--- config.mk ---
export PLATFORM = sky130hd
export DESIGN_NAME = core_debug_ctrl
export DESIGN_NICKNAME = d
export VERILOG_FILES = /design/src/rtl/core_debug_ctrl.sv
export SDC_FILE = /design/constraint.sdc
export NUM_CORES = 1
export LEC_CHECK = 0
export CELL_PAD_IN_SITES_DETAIL_PLACEMENT = 0
export CELL_PAD_IN_SITES_GLOBAL_PLACEMENT = 1
export CORE_ASPECT_RATIO = 0.6
export CORE_UTILIZATION = 25
export CTS_CLUSTER_SIZE = 10
export DETAILED_ROUTE_END_ITERATION = 8
export GPL_TIMING_DRIVEN = 0
export PLACE_DENSITY_LB_ADDON = 0.1
export SYNTH_ARGS = -nofsm -noshare
export SYNTH_HDL_FRONTEND = slang
export SYNTH_SLANG_ARGS = --single-unit
--- constraint.sdc ---
create_clock -name clk -period 3.2 [get_ports clk]
set_input_delay 0.64 -clock clk [delete_from_list [all_inputs] [get_ports clk]]
set_output_delay 0.64 -clock clk [all_outputs]
set_load 0.01 [all_outputs]
--- src/rtl/core_debug_ctrl.sv ---
// Host-command driven debug controller for Core: HALT / RUN / STEP n / READ reg, one response per command.
// Optional breakpoint stop while running is built when CORE_DEBUG_BP_EN is defined.
module core_debug_ctrl #(
  parameter int DATA_W   = 64,
  parameter int STEP_W   = 16,
  parameter int READ_LAT = 1,
  parameter int STEP_GAP = 1
) (
  input  logic              clk,
  input  logic              aresetn,
  input  logic              cmd_valid,
  output logic              cmd_ready,
  input  logic [1:0]        cmd_op,
  input  logic [STEP_W-1:0] cmd_arg,
  output logic              rsp_valid,
  input  logic              rsp_ready,
  output logic [DATA_W-1:0] rsp_data,
  output logic              step,
  output logic              debug_mode,
  output logic [4:0]        debug_reg_addr,
  input  logic [DATA_W-1:0] debug_reg_data,
  input  logic [DATA_W-1:0] debug_pc,
  input  logic              bp_en,
  input  logic [DATA_W-1:0] bp_pc
);

  localparam logic [1:0] OP_HALT = 2'b00;
  localparam logic [1:0] OP_RUN  = 2'b01;
  localparam logic [1:0] OP_STEP = 2'b10;
  localparam logic [1:0] OP_READ = 2'b11;

  // One down-counter serves both the step gap and the read wait; it is loaded with N-1.
  localparam int WAIT_MAX = (READ_LAT > STEP_GAP) ? READ_LAT : STEP_GAP;
  localparam int WAIT_W   = (WAIT_MAX > 1) ? $clog2(WAIT_MAX) : 1;
  localparam logic [WAIT_W-1:0] GAP_LOAD  = WAIT_W'(STEP_GAP - 1);
  localparam logic [WAIT_W-1:0] READ_LOAD = WAIT_W'(READ_LAT - 1);

  typedef enum logic [2:0] {
    S_HALTED,
    S_RUNNING,
    S_STEP_HI,
    S_STEP_GAP,
    S_READ_WAIT,
    S_RESP
  } state_t;

  state_t             state;
  logic [STEP_W-1:0]  remain;
  logic [STEP_W-1:0]  step_total;
  logic [WAIT_W-1:0]  wait_cnt;
  logic               cmd_fire;
  logic               bp_hit;

  assign cmd_fire = cmd_valid && cmd_ready;

`ifdef CORE_DEBUG_BP_EN
  assign bp_hit = bp_en && (debug_pc == bp_pc);
`else
  logic unused_bp;
  assign unused_bp = ^{debug_pc, bp_en, bp_pc};
  assign bp_hit    = 1'b0;
`endif

  // NOTE: every register here uses <= so all state updates see pre-edge values, whatever the statement order.
  always_ff @(posedge clk) begin
    if (!aresetn) begin
      state          <= S_HALTED;
      cmd_ready      <= 1'b0;
      rsp_valid      <= 1'b0;
      rsp_data       <= '0;
      step           <= 1'b0;
      debug_mode     <= 1'b1;
      debug_reg_addr <= '0;
      remain         <= '0;
      step_total     <= '0;
      wait_cnt       <= '0;
    end else begin
      case (state)
        S_HALTED, S_RUNNING: begin
          cmd_ready <= 1'b1;
          if (cmd_fire) begin
            cmd_ready <= 1'b0;
            case (cmd_op)
              OP_HALT: begin
                debug_mode <= 1'b1;
                rsp_data   <= '0;
                rsp_valid  <= 1'b1;
                state      <= S_RESP;
              end
              OP_RUN: begin
                debug_mode <= 1'b0;
                rsp_data   <= '0;
                rsp_valid  <= 1'b1;
                state      <= S_RESP;
              end
              OP_STEP: begin
                debug_mode <= 1'b1;
                remain     <= cmd_arg;
                step_total <= cmd_arg;
                if (cmd_arg == '0) begin
                  rsp_data  <= '0;
                  rsp_valid <= 1'b1;
                  state     <= S_RESP;
                end else if (state == S_RUNNING) begin
                  // Spend one gated cycle so the first pulse never overlaps free-run.
                  wait_cnt <= '0;
                  state    <= S_STEP_GAP;
                end else begin
                  step  <= 1'b1;
                  state <= S_STEP_HI;
                end
              end
              default: begin
                debug_reg_addr <= cmd_arg[4:0];
                wait_cnt       <= READ_LOAD;
                state          <= S_READ_WAIT;
              end
            endcase
          end else if ((state == S_RUNNING) && bp_hit) begin
            debug_mode <= 1'b1;
            state      <= S_HALTED;
          end
        end

        S_STEP_HI: begin
          step     <= 1'b0;
          remain   <= remain - 1'b1;
          wait_cnt <= GAP_LOAD;
          state    <= S_STEP_GAP;
        end

        S_STEP_GAP: begin
          if (wait_cnt != '0) begin
            wait_cnt <= wait_cnt - 1'b1;
          end else if (remain == '0) begin
            rsp_data  <= DATA_W'(step_total);
            rsp_valid <= 1'b1;
            state     <= S_RESP;
          end else begin
            step  <= 1'b1;
            state <= S_STEP_HI;
          end
        end

        S_READ_WAIT: begin
          if (wait_cnt != '0) begin
            wait_cnt <= wait_cnt - 1'b1;
          end else begin
            rsp_data  <= debug_reg_data;
            rsp_valid <= 1'b1;
            state     <= S_RESP;
          end
        end

        S_RESP: begin
          if (rsp_ready) begin
            rsp_valid <= 1'b0;
            cmd_ready <= 1'b1;
            state     <= debug_mode ? S_HALTED : S_RUNNING;
          end
        end

        default: begin
          state     <= S_HALTED;
          cmd_ready <= 1'b0;
          rsp_valid <= 1'b0;
          step      <= 1'b0;
        end
      endcase
    end
  end

endmodule

==> results of run 1 <==
-- final cells by class --
cell class	instances	area, sq um	share of cell area, %
buffer	35	163	2.44
tap	234	293	4.38
clock inverter	5	53.8	0.806
inverter	5	18.8	0.281
clock buffer	11	243	3.63
timing repair buffer	158	1580	23.7
multi-input combinational	349	2160	32.4
sequential	108	2160	32.4
-- cells in the mapped netlist (2+ instances only) --
cell type | number | area (sq um)
clkbuf_1 | 29 | 109
or2_2 | 2 | 12.5
o211ai_1 | 5 | 37.5
nand2b_1 | 5 | 31.3
nor3_1 | 12 | 60.1
a31oi_1 | 3 | 18.8
nor2_1 | 33 | 124
o21ai_0 | 14 | 70.1
nor4_1 | 7 | 43.8
a21oi_1 | 37 | 185
o22ai_1 | 6 | 37.5
or4_1 | 2 | 15.0
nand2_1 | 84 | 315
nand3_1 | 9 | 45.0
nor2b_1 | 3 | 18.8
dfxtp_1 | 108 | 2160
a2bb2oi_1 | 2 | 17.5
buf_6 | 4 | 45.0
or3_4 | 2 | 22.5
a22o_1 | 65 | 569
mux2i_1 | 21 | 210
inv_1 | 5 | 18.8
o21a_1 | 2 | 15.0
or3_1 | 4 | 25.0
or3b_2 | 2 | 17.5
a22oi_1 | 3 | 22.5
o31ai_1 | 2 | 15.0
-- worst paths after layout --
path	endpoint	cells after the start
setup / recovery	rsp_data[41]$_SDFFE_PN0P_	7
hold reg to reg	rsp_data[2]$_SDFFE_PN0P_	2
setup reg to reg	rsp_data[41]$_SDFFE_PN0P_	9
hold / removal	rsp_data[2]$_SDFFE_PN0P_	2
-- power by group through the flow --
stage | logic [uW] | registers [uW] | clock network (uW)
after floorplan | 330 | 1500 | 0
after global placement | 664 | 1480 | 0
after detailed placement | 664 | 1490 | 0
after CTS | 668 | 1460 | 1160
after global routing | 724 | 1470 | 1210
final | 670 | 1460 | 1120
-- cell families after synthesis --
logic type	synth area share, %
compound gates	24.7
fa+ha+maj	0.278
simple gates	18.3
mux	4.67
flops	48.0
buf+inv	4.03
-- metrics by stage --
stage / instances / total power, uW / setup WS, ns
5_1_grt: 905 / 3400 / 0.169
3_5_place_dp: 889 / 2150 / -0.121
3_3_place_gp: 889 / 2150 / -0.187
4_1_cts: 905 / 3290 / 0.249
2_1_floorplan: 497 / 1830 / 0.813
6_report: 905 / 3240 / 0.394
-- registers in the layout (all words and copies together), names as in the netlist --
register        flops
debug_reg_addr      5
cmd_ready           1
step_total         16
rsp_valid           1
debug_mode          1
step                1
state               3
rsp_data           64
remain             16
-- metal layers --
layer | part of all wire [%] | wire (microns) | GRT usage [%] | vias to the layer above
met3 | 7.5 | 1170 | 5.04 | 8
li1 | - | - | - | 2154
met5 | 0 | 0 | 0 | -
met1 | 54 | 8430 | 26.2 | 2030
met2 | 38 | 5930 | 21.7 | 157
met4 | 0.55 | 86 | 3.42 | 0
-- worst max-delay path, delay by kind of cell --
family / cells / cell delay, ns
compound gates: 3 / 0.90
buf+inv: 2 / 0.76
simple gates: 2 / 0.74
-- placed cells by master (no fill, tap or decap), drive strengths merged, types with 2 or more instances in the layout --
cell type,n
nor2,33
nand2,85
mux2i,21
dfxtp,108
or3b,2
o21a,2
a2bb2oi,2
o22ai,6
o31ai,2
nor4,8
nand2b,5
o211ai,5
clkbuf,40
buf,6
nor2b,3
o21ba,2
or4,3
a21oi,38
or2,2
or3,6
nor3,12
o21ai,15
clkdlybuf4s50,158
a22oi,3
a31oi,3
clkinv,2
nand3,9
inv,8
a22o,65
-- repair_timing --
action,CTS,global route
resized for setup,0,1
endpoints found under the hold margin,0,0
endpoints found under the setup margin,0,7
==> flow_summary.yaml, run 1 <==
clock_tree:
  root_buffer: "clkbuf_16"
  clkLatencyLatePin_ns: 0.35
  cts.sinks: 108
  cts_tree: "built"
  ctsHoldBuffers: 0
  clk_pin_slew_worst_paths_ns: 0.07
  h-tree-depth: 3
  clock_path_buffers: 2
  numCtsBuffers: 9
  cts_setup_buffers: 0
yosys:
  synth_edf_count: 0
  synth_cell_type_count: 53
  synthCells: 497
  synth_fp_nets: 713
  ys.flop_type: "dfxtp_1"
  avgSynthCellArea_sq_um: 9.06
  postSynth.asyncResetShare_pct: 0
  synth-seq-cells: 108
  synth_area_sq_mm: 0.00450
  yosys_warnings: 0
  synth_seq_area_share_pct: 48.0
global_route:
  antenna_found_initial: 0
  gr-usage-all-layers_pct: 16.8
  gr-total-overflow: 0
  grt_pass1_wl_microns: 24000
  grt_pass1_vias: 4165
  grt_max_degree: 20
final_layout:
  diodes: 0
  drive_gt1_share_pct: 4.92
  fillers: 1780
  syn_to_final_growth_pct: 48.4
  fin_area_sq_mm: 0.00668
  nets: 882
  finish.utilization_pct: 38.5
routing:
  antenna_left: 0
  viasPerCell: 4.81
  wl_microns: 15600
  detail_route.iter0.violations: 350
  num_vias: 4349
  wire_per_inst_microns: 17.3
  drcViolationCount: 0
  first_pass_iters: 5
placement:
  dpl_cell_area_sq_mm: 0.00638
  dp_hpwl_microns: 12000
  io_buffers: 158
  place.gp.congestion: 0.820
pwr:
  p_int_uw: 2320
  vdd_drop_max_uv: 257
  seq_power_share_pct: 44.9
  switchingPower_uw: 926
  combPwrFrac_pct: 20.7
  swShare_pct: 28.5
  p_leak_uw: 0.00246
  clkPwrFrac_pct: 34.4
  power_per_cell_area_mw_per_mm2: 486
critical_path:
  crit_required_ns: 3.44
  cp_max_fo: 10
  reg2reg_from: "remain[0]$_SDFFE_PN0P_"
  critPathLaunch: "cmd_arg[10]"
  path_cells: "clkdlybuf4s50_1 > nor4_1 > nand4_1 > a311oi_2 > a21oi_2 > clkbuf_1 > a22o_1"
  reg2reg_slack_ns: 0.55
  arrival_ns: 3.04
  start_kind: "primary input"
  crit_type: "in -> reg"
  end_kind: "flop"
  critical_path.max_stage_delay_ns: 0.51
  slowest_stage: "a311oi_2"
sta:
  period_minus_slack_ns: 2.81
  hold_viol_final: 0
  period_share_pct: 87.7
  hold_ws_ns: 0.462
  rsz0062_at_grt: "false"
  finalSetupViolations: 0
  slew_violations: 0
  worst_slew_pin_slew_ns: 0.855
  fmax_mhz: 356
  max_slew_margin_pct: 42.8
  fin_skew_ns: 0.0142
  fin_setup_tns_ns: 0
run_status:
  status: "finished, final reports clean"
worst_hold_path:
  hp-start: "rsp_data[2]$_SDFFE_PN0P_"
  hold_class: "reg -> reg"
flow_run:
  max_cap_violations: 0
floorplan:
  die-area_sq_mm: 0.0186
  boundaryPins: 288
  core-area_sq_mm: 0.0174
  start_util_pct: 25.9
  die_h_microns: 106
  die_w_microns: 175
  row_count: 37
Power figures use the tool's default switching activity.
==> inputs of run 2 (changes only) <==
Settings changed: CORE_UTILIZATION 25 to 27, PLACE_DENSITY set to 0.9, PLACE_DENSITY_LB_ADDON 0.1 to not set.
Clock period 3.2 ns to 3.38 ns, I/O delays scaled along.
==> flow_summary.yaml, run 2 (synthesized netlist as in run 1, its figures left out) <==
critical_path:
  critical_path.max_stage_delay_ns: 0.66
  cp_max_fo: 10
  cp_num_buf_inv: 2
  slowest_stage: "a311oi_1"
  end_kind: "flop"
  path_cells: "clkdlybuf4s50_1 > nor4_1 > nand4_1 > a311oi_1 > a21oi_2 > clkbuf_1 > a22o_1"
  start_kind: "primary input"
  arrival_ns: 3.30
  crit_type: "in -> reg"
  cpLargestDelayFamily: "compound AO/OA/AOI/OAI gates"
  crit_required_ns: 3.61
global_route:
  gr-usage-all-layers_pct: 17.3
  grt_pass1_vias: 4163
  grt_max_degree: 20
  grt_pass1_wl_microns: 23100
  gr-total-overflow: 0
  antenna_found_initial: 0
floorplan:
  die_w_microns: 169
  row_count: 36
  core-area_sq_mm: 0.0163
  die-area_sq_mm: 0.0172
  boundaryPins: 288
  die_h_microns: 102
  start_util_pct: 27.7
clock_tree:
  h-tree-depth: 3
  clock_path_buffers: 2
  cts_resized: 0
  cts_tree: "built"
  root_buffer: "clkbuf_16"
  clk_pin_slew_worst_paths_ns: 0.08
  numCtsBuffers: 9
  ctsHoldBuffers: 0
  clkLatencyLatePin_ns: 0.35
  cts_setup_buffers: 0
  cts.sinks: 108
sta:
  fin_setup_tns_ns: 0
  max_slew_margin_pct: 33.4
  period_share_pct: 90.7
  fin_skew_ns: 0.00906
  hold_ws_ns: 0.459
  rsz0062_at_grt: "false"
  hold_viol_final: 0
  worst_slew_pin_slew_ns: 0.991
  fmax_mhz: 326
  slew_violations: 0
  finalSetupViolations: 0
  period_minus_slack_ns: 3.07
routing:
  wire_per_inst_microns: 16.7
  first_pass_iters: 5
  viasPerCell: 4.96
  num_vias: 4458
  detail_route.iter0.violations: 391
  antenna_left: 0
  drcViolationCount: 0
  wl_microns: 15000
final_layout:
  fillers: 1640
  regMostFlops: "rsp_data"
  final_common_cell: "clkdlybuf4s50_1"
  nets: 882
  finalNonFillerCells: 898
  final_cell_mix: "clkdlybuf4s50_1, dfxtp_1, nand2_1"
  drive_gt1_share_pct: 4.78
  fin_area_sq_mm: 0.00665
  diodes: 0
  largest_register_ffs: 64
  finish.utilization_pct: 40.9
  syn_to_final_growth_pct: 47.7
  largest_registers: "rsp_data (64), remain (16), step_total (16)"
placement:
  place.gp.congestion: 0.856
  place_inst: 883
  io_buffers: 158
  dp_hpwl_microns: 11400
  dpl_cell_area_sq_mm: 0.00637
pwr:
  vdd_drop_max_uv: 232
  power_per_cell_area_mw_per_mm2: 456
  p_leak_uw: 0.00245
run_status:
  status: "finished, final reports clean"
worst_hold_path:
  hold_class: "reg -> reg"
flow_run:
  max_cap_violations: 0
[run 2: metal layers]
layer  part of all wire (%)  track usage [%]  wire [microns]  up-vias
met1                     50             24.7            7530     2078
met2                     40             25.3            6000      218
met3                    9.5             5.58            1430        5
li1                       -                -               -     2157
met4                   0.39             3.29              59        0
met5                      0                0               0        -
[run 2: worst paths after layout]
check	endpoint	depth (start not counted)	from	slack [ns]
setup / recovery	rsp_data[36]$_SDFFE_PN0P_	7	cmd_arg[14]	0.31
hold / removal	step_total[15]$_SDFFE_PN0P_	2	step_total[15]$_SDFFE_PN0P_	0.46
setup reg to reg	rsp_data[36]$_SDFFE_PN0P_	9	remain[0]$_SDFFE_PN0P_	0.73
hold reg to reg	step_total[15]$_SDFFE_PN0P_	2	step_total[15]$_SDFFE_PN0P_	0.46
[run 2: through the flow]
stage	total power (uW)	setup WS (ns)
after floorplan	1730	0.993
after global placement	2020	0.0733
after detailed placement	2020	0.0346
after CTS	3050	0.384
after global routing	3160	0.199
final	3030	0.313
[run 2: power by group]
| group | internal (uW) | switching [uW] |
|---|---|---|
| combinational | 318 | 305 |
| sequential | 1330 | 44.1 |
| clock | 513 | 517 |
| total | 2170 | 866 |
[run 2: layout make-up]
class / instances / area [sq um] / area share [%]
Timing Repair Buffer: 158 / 1580 / 23.8
Sequential cell: 108 / 2160 / 32.5
Clock buffer: 9 / 225 / 3.39
Buffer: 35 / 163 / 2.45
Tap cell: 228 / 285 / 4.29
Clock inverter: 6 / 56.3 / 0.847
Multi-Input combinational cell: 349 / 2160 / 32.5
Inverter: 5 / 18.8 / 0.282
[run 2: worst min-delay path, delay by kind of cell, from the launching register on]
kind / cells / cell delay, ns
and+or+nand+nor: 1 / 0.05
AOI/OAI and AO/OA: 1 / 0.05
DFF: 1 / 0.31
==> inputs of run 3 (changes only) <==
Settings changed: CORE_UTILIZATION 27 to 25, PLACE_DENSITY 0.9 to 0.84.
Clock period 3.38 ns to 3.1 ns, I/O delays scaled along.
==> flow_summary.yaml, run 3 (synthesized netlist as in run 1, its figures left out) <==
floorplan:
  row_count: 37
  die-area_sq_mm: 0.0186
  die_w_microns: 175
  start_util_pct: 25.9
  core-area_sq_mm: 0.0174
  boundaryPins: 288
  die_h_microns: 106
worst_hold_path:
  hold_class: "reg -> reg"
final_layout:
  regMostFlops: "rsp_data"
  diodes: 0
  fin_area_sq_mm: 0.00668
  largest_register_ffs: 64
  ff_latch_area_sq_mm: 0.00216
  final_cell_mix: "clkdlybuf4s50_1, dfxtp_1, nand2_1"
  fillers: 1767
  finalNonFillerCells: 905
  syn_to_final_growth_pct: 48.5
  nets: 882
  largest_registers: "rsp_data (64), remain (16), step_total (16)"
  multiInputGateArea_sq_mm: 0.00216
  final_common_cell: "clkdlybuf4s50_1"
  drive_gt1_share_pct: 4.77
pwr:
  switchingPower_uw: 943
  clkPwrFrac_pct: 35.7
  swShare_pct: 27.7
  seq_power_share_pct: 44.1
  power_per_cell_area_mw_per_mm2: 509
  p_int_uw: 2460
  vdd_drop_max_uv: 254
  combPwrFrac_pct: 20.2
  p_leak_uw: 0.00245
  finalPower_uw: 3400
sta:
  period_share_pct: 91.9
  worst_slew_pin_slew_ns: 1.02
  rsz0062_at_grt: "false"
  fin_ws_ns: 0.250
  fin_skew_ns: 0.00579
  finalSetupViolations: 0
  period_minus_slack_ns: 2.85
  max_slew_margin_pct: 31.2
  slew_violations: 0
  fmax_mhz: 351
  hold_viol_final: 0
placement:
  io_buffers: 158
  dp_hpwl_microns: 11300
  place.gp.congestion: 0.926
  place_inst: 889
  pre_cts_slack_ns: -0.220
  dpl_cell_area_sq_mm: 0.00638
clock_tree:
  root_buffer: "clkbuf_16"
  cts_tree: "built"
  cts.sinks: 108
  numCtsBuffers: 9
  ctsHoldBuffers: 0
  clkLatencyLatePin_ns: 0.35
  clk_pin_slew_worst_paths_ns: 0.07
  clock_path_buffers: 2
  h-tree-depth: 3
  cts_setup_buffers: 0
global_route:
  antenna_found_initial: 0
  gr-total-overflow: 0
  grt_max_degree: 18
  grt_pass1_vias: 4133
  gr-usage-all-layers_pct: 16.4
  grt_pass1_wl_microns: 23600
critical_path:
  end_kind: "flop"
  reg2reg_slack_ns: 0.47
  slowest_stage: "clkdlybuf4s50_1"
  crit_required_ns: 3.34
  crit_type: "in -> reg"
  cp_max_fo: 10
  cp_num_buf_inv: 2
  arrival_ns: 3.09
  critical_path.max_stage_delay_ns: 0.58
  cpLargestDelayFamily: "compound AO/OA/AOI/OAI gates"
  path_cells: "clkdlybuf4s50_1 > nor4_1 > nand4_1 > a311oi_2 > a21oi_2 > clkbuf_1 > a22o_1"
  start_kind: "primary input"
run_status:
  status: "finished, final reports clean"
routing:
  wl_microns: 15100
  detail_route.iter0.violations: 374
  first_pass_iters: 5
  wire_per_inst_microns: 16.6
  viasPerCell: 4.88
  drcViolationCount: 0
  num_vias: 4419
  antenna_left: 0
flow_run:
  max_cap_violations: 0
-- run 3: changes by cell type in the layout (fill, tap and decap cells not counted), sizes merged --
| cell | before | now |
|---|---|---|
| clkbuf | 38 | 41 |
| bufinv | 0 | 1 |
| inv | 8 | 7 |
| clkinv | 2 | 0 |
-- run 3: routing by layer --
metal  part of all wire [%]  global-route usage [%]
met3                     10                    5.79
met1                     51                    24.4
met5                      0                       0
met2                     38                    22.1
met4                   0.63                    3.23
-- run 3: worst paths after layout --
| kind | startpoint | to | cells after the start |
|---|---|---|---|
| max reg2reg | remain[0]$_SDFFE_PN0P_ | rsp_data[39]$_SDFFE_PN0P_ | 9 |
| min reg2reg | step_total[7]$_SDFFE_PN0P_ | step_total[7]$_SDFFE_PN0P_ | 2 |
| min | step_total[7]$_SDFFE_PN0P_ | step_total[7]$_SDFFE_PN0P_ | 2 |
| max | cmd_arg[2] | rsp_data[39]$_SDFFE_PN0P_ | 7 |
-- run 3: layout make-up --
type                            instances  area share (%)
Multi-Input combinational cell        349            32.4
Sequential cell                       108            32.3
Timing Repair Buffer                  158            23.7
Tap cell                              234            4.38
Clock buffer                           12            3.69
Buffer                                 35            2.43
Clock inverter                          4           0.824
Inverter                                5           0.281
-- run 3: power by group through the flow --
| stage | combinational, uW | sequential, uW | clock [uW] |
|---|---|---|---|
| 4_1_cts | 682 | 1500 | 1240 |
| 5_1_grt | 742 | 1510 | 1300 |
| 6_report | 688 | 1500 | 1210 |
| 3_5_place_dp | 678 | 1530 | 0 |
| 2_1_floorplan | 340 | 1550 | 0 |
| 3_3_place_gp | 677 | 1530 | 0 |
-- run 3: worst register-to-register path, cell delays in order (launching register included) --
cell      delay [ns]
dfxtp_1         0.31
inv_1           0.09
ha_1            0.21
or4b_1          0.43
buf_2           0.18
or3_4           0.44
o21ai_4         0.22
a21oi_2         0.12
clkbuf_1        0.27
a22o_1          0.25
-- run 3: stage by stage --
step	hold WS (ns)	util [%]	setup TNS [ns]
floorplan	0.436	-	0
global placement	0.446	36.7	-9.33
detailed placement	0.447	36.7	-9.27
CTS	0.457	38.5	0
global route	0.479	38.5	0
finish	0.460	38.5	0
-- run 3: timing repair --
item / in CTS / in global routing
hold endpoints to repair: 0 / 0
endpoints found under the setup margin: 0 / 30
resized for setup: 0 / 1
